[config.mk]
export PLATFORM = sky130hd
export DESIGN_NAME = mem_access_flat
export DESIGN_NICKNAME = d
export VERILOG_FILES = /design/src/rtl/mem_access_pkg.sv /design/src/rtl/mem_access_if.sv /design/src/rtl/mem_access_load_align.sv /design/src/rtl/mem_access.sv /design/src/flat_wrapper.sv
export SDC_FILE = /design/constraint.sdc
export NUM_CORES = 1
export LEC_CHECK = 0
export CORE_ASPECT_RATIO = 1.1
export CORE_UTILIZATION = 35
export DETAILED_ROUTE_END_ITERATION = 10
export GPL_ROUTABILITY_DRIVEN = 0
export PLACE_DENSITY_LB_ADDON = 0.25
export SLEW_MARGIN = 25
export SYNTH_ARGS = -nofsm -noshare
export SYNTH_HDL_FRONTEND = slang
export SYNTH_HIERARCHICAL = 1
export SYNTH_SLANG_ARGS = --single-unit
export TNS_END_PERCENT = 30
[constraint.sdc]
create_clock -name clk -period 1.9 [get_ports clk]
set_input_delay 0.19 -clock clk [delete_from_list [all_inputs] [get_ports clk]]
set_output_delay 0.19 -clock clk [all_outputs]
set_load 0.02 [all_outputs]
[src/rtl/mem_access_pkg.sv]
// Shared encodings for the MEMORY stage: control bit positions, access sizes, FSM states
// and the store-lane helpers used when MEM_SUBWORD_EN is defined.
package mem_access_pkg;

  localparam int M_READ_BIT    = 0;
  localparam int M_WRITE_BIT   = 1;
  localparam int WB_MEMSEL_BIT = 0;
  localparam int WB_REGWR_BIT  = 1;

  localparam logic [2:0] F3_B  = 3'b000;
  localparam logic [2:0] F3_H  = 3'b001;
  localparam logic [2:0] F3_W  = 3'b010;
  localparam logic [2:0] F3_BU = 3'b100;
  localparam logic [2:0] F3_HU = 3'b101;

  typedef enum logic [0:0] {
    ST_IDLE = 1'b0,
    ST_WAIT = 1'b1
  } state_t;

  // FUNCT3[1:0] carries the size; the unsigned variants share it with the signed ones.
  function automatic logic misaligned(input logic [2:0] f3, input logic [1:0] a);
    case (f3[1:0])
      2'b00:   return 1'b0;
      2'b01:   return a[0];
      default: return (a != 2'b00);
    endcase
  endfunction

  function automatic logic [3:0] lane_be(input logic [2:0] f3, input logic [1:0] a);
    case (f3[1:0])
      2'b00:   return 4'b0001 << a;
      2'b01:   return a[1] ? 4'b1100 : 4'b0011;
      default: return 4'hF;
    endcase
  endfunction

  function automatic logic [31:0] store_data(input logic [2:0] f3, input logic [31:0] d);
    case (f3[1:0])
      2'b00:   return {4{d[7:0]}};
      2'b01:   return {2{d[15:0]}};
      default: return d;
    endcase
  endfunction

endpackage

[src/rtl/mem_access_if.sv]
// Data-memory bus between the MEMORY stage (master) and the data memory (slave).
// dmem_req stays high with addr/we/wdata/be stable until the cycle dmem_ack=1 completes it;
// dmem_rdata is meaningful only in that ack cycle.
interface mem_access_if;
  logic        dmem_req;
  logic        dmem_we;
  logic [31:0] dmem_addr;
  logic [31:0] dmem_wdata;
  logic [3:0]  dmem_be;
  logic        dmem_ack;
  logic [31:0] dmem_rdata;

  modport master (
    output dmem_req, dmem_we, dmem_addr, dmem_wdata, dmem_be,
    input  dmem_ack, dmem_rdata
  );

  modport slave (
    input  dmem_req, dmem_we, dmem_addr, dmem_wdata, dmem_be,
    output dmem_ack, dmem_rdata
  );
endinterface

[src/rtl/mem_access_load_align.sv]
// Load data alignment: shifts the addressed byte/half down to bit 0 and sign/zero extends.
// Only used when MEM_SUBWORD_EN is defined.
module mem_access_load_align
  import mem_access_pkg::*;
(
  input  logic [1:0]  addr,
  input  logic [2:0]  funct3,
  input  logic [31:0] rdata,
  output logic [31:0] data
);

  logic [31:0] shifted;

  always_comb begin
    shifted = rdata >> {addr, 3'b000};
    case (funct3)
      F3_B:    data = {{24{shifted[7]}}, shifted[7:0]};
      F3_BU:   data = {24'h0, shifted[7:0]};
      F3_H:    data = {{16{shifted[15]}}, shifted[15:0]};
      F3_HU:   data = {16'h0, shifted[15:0]};
      default: data = shifted;
    endcase
  end

endmodule

[src/rtl/mem_access.sv]
// MEMORY stage + MEM/WB register with dmem req/ack handshake and timeout watchdog.
// Optional sub-word loads/stores with misalign detection under `define MEM_SUBWORD_EN.
module mem_access
  import mem_access_pkg::*;
#(
  parameter int TIMEOUT = 255
) (
  input  logic        clk,
  input  logic        rst_n,
  // Upstream: an instruction transfers on a cycle where in_valid && in_ready.
  input  logic        in_valid,
  output logic        in_ready,
  input  logic [1:0]  M_CTRL,
  input  logic [1:0]  WB_CTRL_IN,
  input  logic [31:0] ALU_RESULT,
  input  logic [31:0] STORE_DATA,
  input  logic [4:0]  DEST_REG_IN,
  input  logic [2:0]  FUNCT3,
  mem_access_if.master dmem,
  output logic        out_valid,
  output logic [1:0]  WB_CTRL,
  output logic [31:0] ALU_OUT,
  output logic [31:0] MEM_OUT,
  output logic [4:0]  DEST_REG,
  output logic        bus_err,
  output state_t      dbg_state
);

  localparam logic [7:0] TO_LAST = 8'(TIMEOUT - 1);

  state_t      state, state_nxt;
  logic [7:0]  wait_cnt;
  logic [1:0]  pend_wb;
  logic [31:0] pend_alu;
  logic [4:0]  pend_dest;
  logic        pend_load;
  logic        accept, is_mem, misalign, acked, timed_out;
  logic [31:0] req_addr, req_wdata, load_word;
  logic [3:0]  req_be;

  assign in_ready  = (state == ST_IDLE);
  assign dbg_state = state;
  assign accept    = in_valid && in_ready;
  assign is_mem    = (M_CTRL != 2'b00);

  always_comb begin
    req_addr  = {ALU_RESULT[31:2], 2'b00};
    req_be    = 4'hF;
    req_wdata = STORE_DATA;
    misalign  = 1'b0;
`ifdef MEM_SUBWORD_EN
    req_addr  = ALU_RESULT;
    req_be    = lane_be(FUNCT3, ALU_RESULT[1:0]);
    req_wdata = store_data(FUNCT3, STORE_DATA);
    misalign  = misaligned(FUNCT3, ALU_RESULT[1:0]);
`endif
  end

`ifdef MEM_SUBWORD_EN
  logic [2:0] pend_f3;

  always_ff @(posedge clk) begin
    if (!rst_n)                                pend_f3 <= 3'b000;
    else if (accept && is_mem && !misalign)    pend_f3 <= FUNCT3;
  end

  mem_access_load_align u_load_align (
    .addr   (dmem.dmem_addr[1:0]),
    .funct3 (pend_f3),
    .rdata  (dmem.dmem_rdata),
    .data   (load_word)
  );
`else
  logic unused_funct3;
  assign unused_funct3 = ^FUNCT3;
  assign load_word     = dmem.dmem_rdata;
`endif

  // An ack in the same cycle the watchdog expires still completes the access.
  always_comb begin
    state_nxt = state;
    acked     = 1'b0;
    timed_out = 1'b0;
    case (state)
      ST_IDLE: if (accept && is_mem && !misalign) state_nxt = ST_WAIT;
      ST_WAIT: begin
        if (dmem.dmem_ack) begin
          acked     = 1'b1;
          state_nxt = ST_IDLE;
        end else if (wait_cnt == TO_LAST) begin
          timed_out = 1'b1;
          state_nxt = ST_IDLE;
        end
      end
      default: state_nxt = ST_IDLE;
    endcase
  end

  always_ff @(posedge clk) begin
    if (!rst_n) state <= ST_IDLE;
    else        state <= state_nxt;
  end

  always_ff @(posedge clk) begin
    if (!rst_n) begin
      out_valid       <= 1'b0;
      WB_CTRL         <= 2'b00;
      ALU_OUT         <= 32'h0;
      MEM_OUT         <= 32'h0;
      DEST_REG        <= 5'd0;
      bus_err         <= 1'b0;
      dmem.dmem_req   <= 1'b0;
      dmem.dmem_we    <= 1'b0;
      dmem.dmem_addr  <= 32'h0;
      dmem.dmem_wdata <= 32'h0;
      dmem.dmem_be    <= 4'h0;
      wait_cnt        <= 8'd0;
      pend_wb         <= 2'b00;
      pend_alu        <= 32'h0;
      pend_dest       <= 5'd0;
      pend_load       <= 1'b0;
    end else begin
      // Retire pulses last one cycle unless re-armed below.
      out_valid <= 1'b0;
      bus_err   <= 1'b0;
      WB_CTRL   <= 2'b00;
      if (state == ST_WAIT) wait_cnt <= wait_cnt + 8'd1;

      if (accept && (!is_mem || misalign)) begin
        out_valid <= 1'b1;
        WB_CTRL   <= misalign ? 2'b00 : WB_CTRL_IN;
        ALU_OUT   <= ALU_RESULT;
        MEM_OUT   <= 32'h0;
        DEST_REG  <= DEST_REG_IN;
        bus_err   <= misalign;
      end else if (accept) begin
        dmem.dmem_req   <= 1'b1;
        dmem.dmem_we    <= M_CTRL[M_WRITE_BIT];
        dmem.dmem_addr  <= req_addr;
        dmem.dmem_wdata <= req_wdata;
        dmem.dmem_be    <= req_be;
        wait_cnt        <= 8'd0;
        pend_wb         <= WB_CTRL_IN;
        pend_alu        <= ALU_RESULT;
        pend_dest       <= DEST_REG_IN;
        pend_load       <= M_CTRL[M_READ_BIT] && !M_CTRL[M_WRITE_BIT];
      end

      if (acked || timed_out) begin
        dmem.dmem_req <= 1'b0;
        out_valid     <= 1'b1;
        WB_CTRL       <= acked ? pend_wb : 2'b00;
        ALU_OUT       <= pend_alu;
        MEM_OUT       <= (acked && pend_load) ? load_word : 32'h0;
        DEST_REG      <= pend_dest;
        bus_err       <= timed_out;
      end
    end
  end

endmodule
[src/flat_wrapper.sv]
// flat-port wrapper written by rule: the top's interface ports become plain ports
module mem_access_flat import mem_access_pkg::*;
#(
  parameter int TIMEOUT = 255
)
  (clk, rst_n, in_valid, in_ready, M_CTRL, WB_CTRL_IN, ALU_RESULT, STORE_DATA, DEST_REG_IN, FUNCT3, out_valid, WB_CTRL, ALU_OUT, MEM_OUT, DEST_REG, bus_err, dbg_state, dmem_dmem_req, dmem_dmem_we, dmem_dmem_addr, dmem_dmem_wdata, dmem_dmem_be, dmem_dmem_ack, dmem_dmem_rdata);
  mem_access_if dmem_i ();
  input  logic clk;
  input  logic rst_n;
  input  logic in_valid;
  output logic in_ready;
  input  logic [1:0] M_CTRL;
  input  logic [1:0] WB_CTRL_IN;
  input  logic [31:0] ALU_RESULT;
  input  logic [31:0] STORE_DATA;
  input  logic [4:0] DEST_REG_IN;
  input  logic [2:0] FUNCT3;
  output logic out_valid;
  output logic [1:0] WB_CTRL;
  output logic [31:0] ALU_OUT;
  output logic [31:0] MEM_OUT;
  output logic [4:0] DEST_REG;
  output logic bus_err;
  output state_t dbg_state;
  output wire logic [$bits(dmem_i.dmem_req)-1:0] dmem_dmem_req;
  output wire logic [$bits(dmem_i.dmem_we)-1:0] dmem_dmem_we;
  output wire logic [$bits(dmem_i.dmem_addr)-1:0] dmem_dmem_addr;
  output wire logic [$bits(dmem_i.dmem_wdata)-1:0] dmem_dmem_wdata;
  output wire logic [$bits(dmem_i.dmem_be)-1:0] dmem_dmem_be;
  input wire logic [$bits(dmem_i.dmem_ack)-1:0] dmem_dmem_ack;
  input wire logic [$bits(dmem_i.dmem_rdata)-1:0] dmem_dmem_rdata;
  assign dmem_dmem_req = dmem_i.dmem_req;
  assign dmem_dmem_we = dmem_i.dmem_we;
  assign dmem_dmem_addr = dmem_i.dmem_addr;
  assign dmem_dmem_wdata = dmem_i.dmem_wdata;
  assign dmem_dmem_be = dmem_i.dmem_be;
  assign dmem_i.dmem_ack = dmem_dmem_ack;
  assign dmem_i.dmem_rdata = dmem_dmem_rdata;
  mem_access #(.TIMEOUT(TIMEOUT)) u_core (.clk(clk), .rst_n(rst_n), .in_valid(in_valid), .in_ready(in_ready), .M_CTRL(M_CTRL), .WB_CTRL_IN(WB_CTRL_IN), .ALU_RESULT(ALU_RESULT), .STORE_DATA(STORE_DATA), .DEST_REG_IN(DEST_REG_IN), .FUNCT3(FUNCT3), .dmem(dmem_i), .out_valid(out_valid), .WB_CTRL(WB_CTRL), .ALU_OUT(ALU_OUT), .MEM_OUT(MEM_OUT), .DEST_REG(DEST_REG), .bus_err(bus_err), .dbg_state(dbg_state));
endmodule
==> results.py <==
metrics = {
    "sta": {
        "final-max-slew-violation-count": 0,
        "min_period_over_period": 0.898,
        "tightest_slew_ns": 0.582,
        "relSlewSlack": 0.609,
        "finalHoldViolCount": 0,
        "period_needed_ns": 1.71,
        "timing.fmax_ghz": 0.586,
        "finalSetupTns_ns": 0,
        "clock_skew_ns": 0.0101,
        "finalSetupViolCount": 0,
        "hold_ws_ns": 0.323,
        "rsz0062_at_grt": "no",
    },
    "yosys": {
        "netlist_instances": 685,
        "synthDistinctLibCells": 38,
        "synth_top_area_frac": 0.494,
        "synth_common_cells": "dfxtp_1, a21oi_1, o21ai_0",
        "synth_edf_count": 0,
        "yosys_most_used_dff": "dfxtp_1",
        "synth_area_leaders": "dfxtp_1, a21oi_1, o21ai_0",
        "syn_area_sq_um": 6360,
        "synth-warning-count": 6,
        "synth_seq_area_share": 0.494,
        "avgSynthCellArea_sq_um": 9.29,
        "synth_seq_cells": 157,
        "synth_most_common_cell": "dfxtp_1",
        "post-synth-top-area-cell": "dfxtp_1",
        "async_reset_ff_frac": 0,
    },
    "power": {
        "peakVddDrop_v": 0.000649,
        "leakage_nw": 3.44,
        "power.density_cell_area_nw_per_um2": 879,
    },
    "run_status": {
        "status": "finished, final reports clean",
    },
    "final_layout": {
        "synthToLayoutAreaGrowth_pct": 51.8,
        "fillers": 1658,
        "drive_gt1_frac": 0.0872,
        "multiInputGateArea_sq_um": 2690,
        "num_antenna_cells": 0,
        "ff_latch_area_sq_um": 3140,
        "fin_nets": 996,
    },
    "die": {
        "die_w_um": 131,
        "die_h_um": 143,
        "initial_core_util": 0.359,
        "io-pin-count": 257,
        "design.core.area_sq_um": 17700,
        "dieArea_sq_um": 18700,
        "core.rowCount": 51,
    },
    "min_path": {
        "min_from": "STORE_DATA[29]",
        "hold_path_class": "in2reg",
    },
    "grt": {
        "grt_max_degree": 66,
        "overflow": 0,
        "grt_usage": 0.204,
        "grt_pass1_wl_um": 29800,
        "antenna_found_initial": 0,
        "grt_pass1_vias": 5526,
    },
    "clocking": {
        "h-tree-depth": 4,
        "clk_pin_slew_ns": 0.07,
        "root_buffer": "clkbuf_16",
        "cts_buffers": 17,
        "clockBufferDepth": 2,
        "cts_tree": "built",
        "cts.sinks": 157,
        "clk_latency_ns": 0.42,
        "cts_setup_buffers": 0,
    },
    "critical_path": {
        "cp_max_fo": 5,
        "cp_slowest_stage_delay_ns": 0.66,
        "crit_buf_inv": 1,
        "crit_family": "buffers and inverters",
        "worstPathRequired_ns": 1.71,
        "r2r_setup_slack_ns": 0.20,
        "cp_data_arrival_time_ns": 1.52,
        "cp_cell_sequence": "clkdlybuf4s50_1",
        "crit_slowest_cell": "clkdlybuf4s50_1",
        "critPathLaunchType": "flip-flop",
        "timing_worst_setup_path_type": "reg2out",
        "worstSetupStartpoint": "u_core/dbg_state$_SDFF_PN0_",
        "rr_startpoint": "u_core/wait_cnt[0]$_SDFF_PN0_",
        "endpoint_kind": "output pin",
    },
    "routing": {
        "dr_total_vias": 5857,
        "first_pass_iters": 4,
        "drt_iter0_drc": 286,
        "routed_via_density": 5.17,
        "ant_nets": 0,
        "routed_wl_um": 19300,
        "drc": 0,
        "avgRoutedWirePerCell_um": 17.1,
    },
    "job": {
        "max_cap_viol_count": 0,
    },
    "placement": {
        "dp_hpwl_um": 12200,
        "numPortBuffers": 251,
    },
}
cell usage in the layout (no fill, tap or decap), drive strengths merged, types with 2 or more instances in the layout:
| cell | n |
|---|---|
| a21oi | 82 |
| a221oi | 37 |
| a22o | 32 |
| and4 | 2 |
| buf | 28 |
| bufinv | 3 |
| clkbuf | 17 |
| clkdlybuf4s50 | 250 |
| clkinv | 6 |
| conb | 2 |
| dfxtp | 157 |
| ha | 2 |
| inv | 9 |
| mux2i | 37 |
| nand2 | 10 |
| nand3 | 74 |
| nand4 | 3 |
| nor2 | 44 |
| nor2b | 3 |
| o21ai | 76 |
| or3 | 2 |
| xor2 | 3 |
area by class of cell:
class	count	area share
clock buffer	17	0.0440
clock inverter	15	0.0192
inverter	4	0.00168
multi-input combinational	423	0.279
sequential	157	0.325
tap	238	0.0308
timing repair buffer	279	0.300
state kept, by name, indices dropped and copies added, names as in the netlist, 2 cells and up:
signal / count
u_core/pend_wb: 2
u_core/MEM_OUT: 32
u_core/dmem.dmem_wdata: 32
u_core/wait_cnt: 8
u_core/WB_CTRL: 2
u_core/pend_dest: 5
u_core/pend_alu: 32
u_core/ALU_OUT: 32
u_core/DEST_REG: 5
worst reg2reg max path, stage by stage, from the launching register on:
cell and delay [ns]:
dfxtp_1 0.34, inv_1 0.05, ha_1 0.20, and4_1 0.24, a2111oi_4 0.41, buf_12 0.23
a22o_1 0.17
metal layers:
layer	share of wire	global-route usage	up-vias
li1	-	-	2846
met1	0.43	0.244	2804
met2	0.49	0.348	200
met3	0.081	0.0648	7
met4	0.0064	0.0575	0
met5	0	0	-
report_power, final:
group          leakage, nW  internal [W]  switching (W)
logic                 1.86      0.000697       0.000713
clock network        0.301       0.00209        0.00144
registers             1.28       0.00345      0.0000870
total                 3.44       0.00624        0.00224
cell families (layout without fill, tap and decap cells):
family                     after synthesis  in the layout  share of synthesized area
xor gates and xnor gates                 4              4                    0.00551
AOI/OAI and AO/OA                      232            232                      0.237
and+or+nand+nor                        146            146                      0.112
DFF                                    157            157                      0.494
buffers and inverters                  106            315                     0.0891
adders and majority gates                2              2                    0.00393
muxes                                   37             37                     0.0582
other                                    1              2                   0.000589
final timing paths:
kind / end / depth (start not counted)
max: dbg_state / 1
min: u_core/dmem.dmem_wdata[29]$_SDFFE_PN0P_ / 3
max reg2reg: u_core/MEM_OUT[28]$_SDFFE_PN0P_ / 6
min reg2reg: u_core/WB_CTRL[0]$_SDFF_PN0_ / 2
repair_timing:
item | 4_1_cts | 5_1_grt
hold endpoints to repair | 0 | 0
resized for setup | 1 | 0
setup endpoints to repair | 1 | 0
hold buffers | 0 | 0
stage by stage:
stage | cell area (sq um) | std cells | worst slack, ns | power, W | utilization
floorplan | 6370 | 686 | 0.233 | 0.00432 | -
global placement | 9050 | 1101 | 0.0617 | 0.00502 | 0.510
detailed placement | 9050 | 1101 | -0.0171 | 0.00503 | 0.510
CTS | 9660 | 1133 | 0.150 | 0.00860 | 0.544
global route | 9660 | 1133 | 0.114 | 0.00885 | 0.544
finish | 9660 | 1133 | 0.193 | 0.00849 | 0.544
No activity file was read; power rests on OpenSTA's default activity.
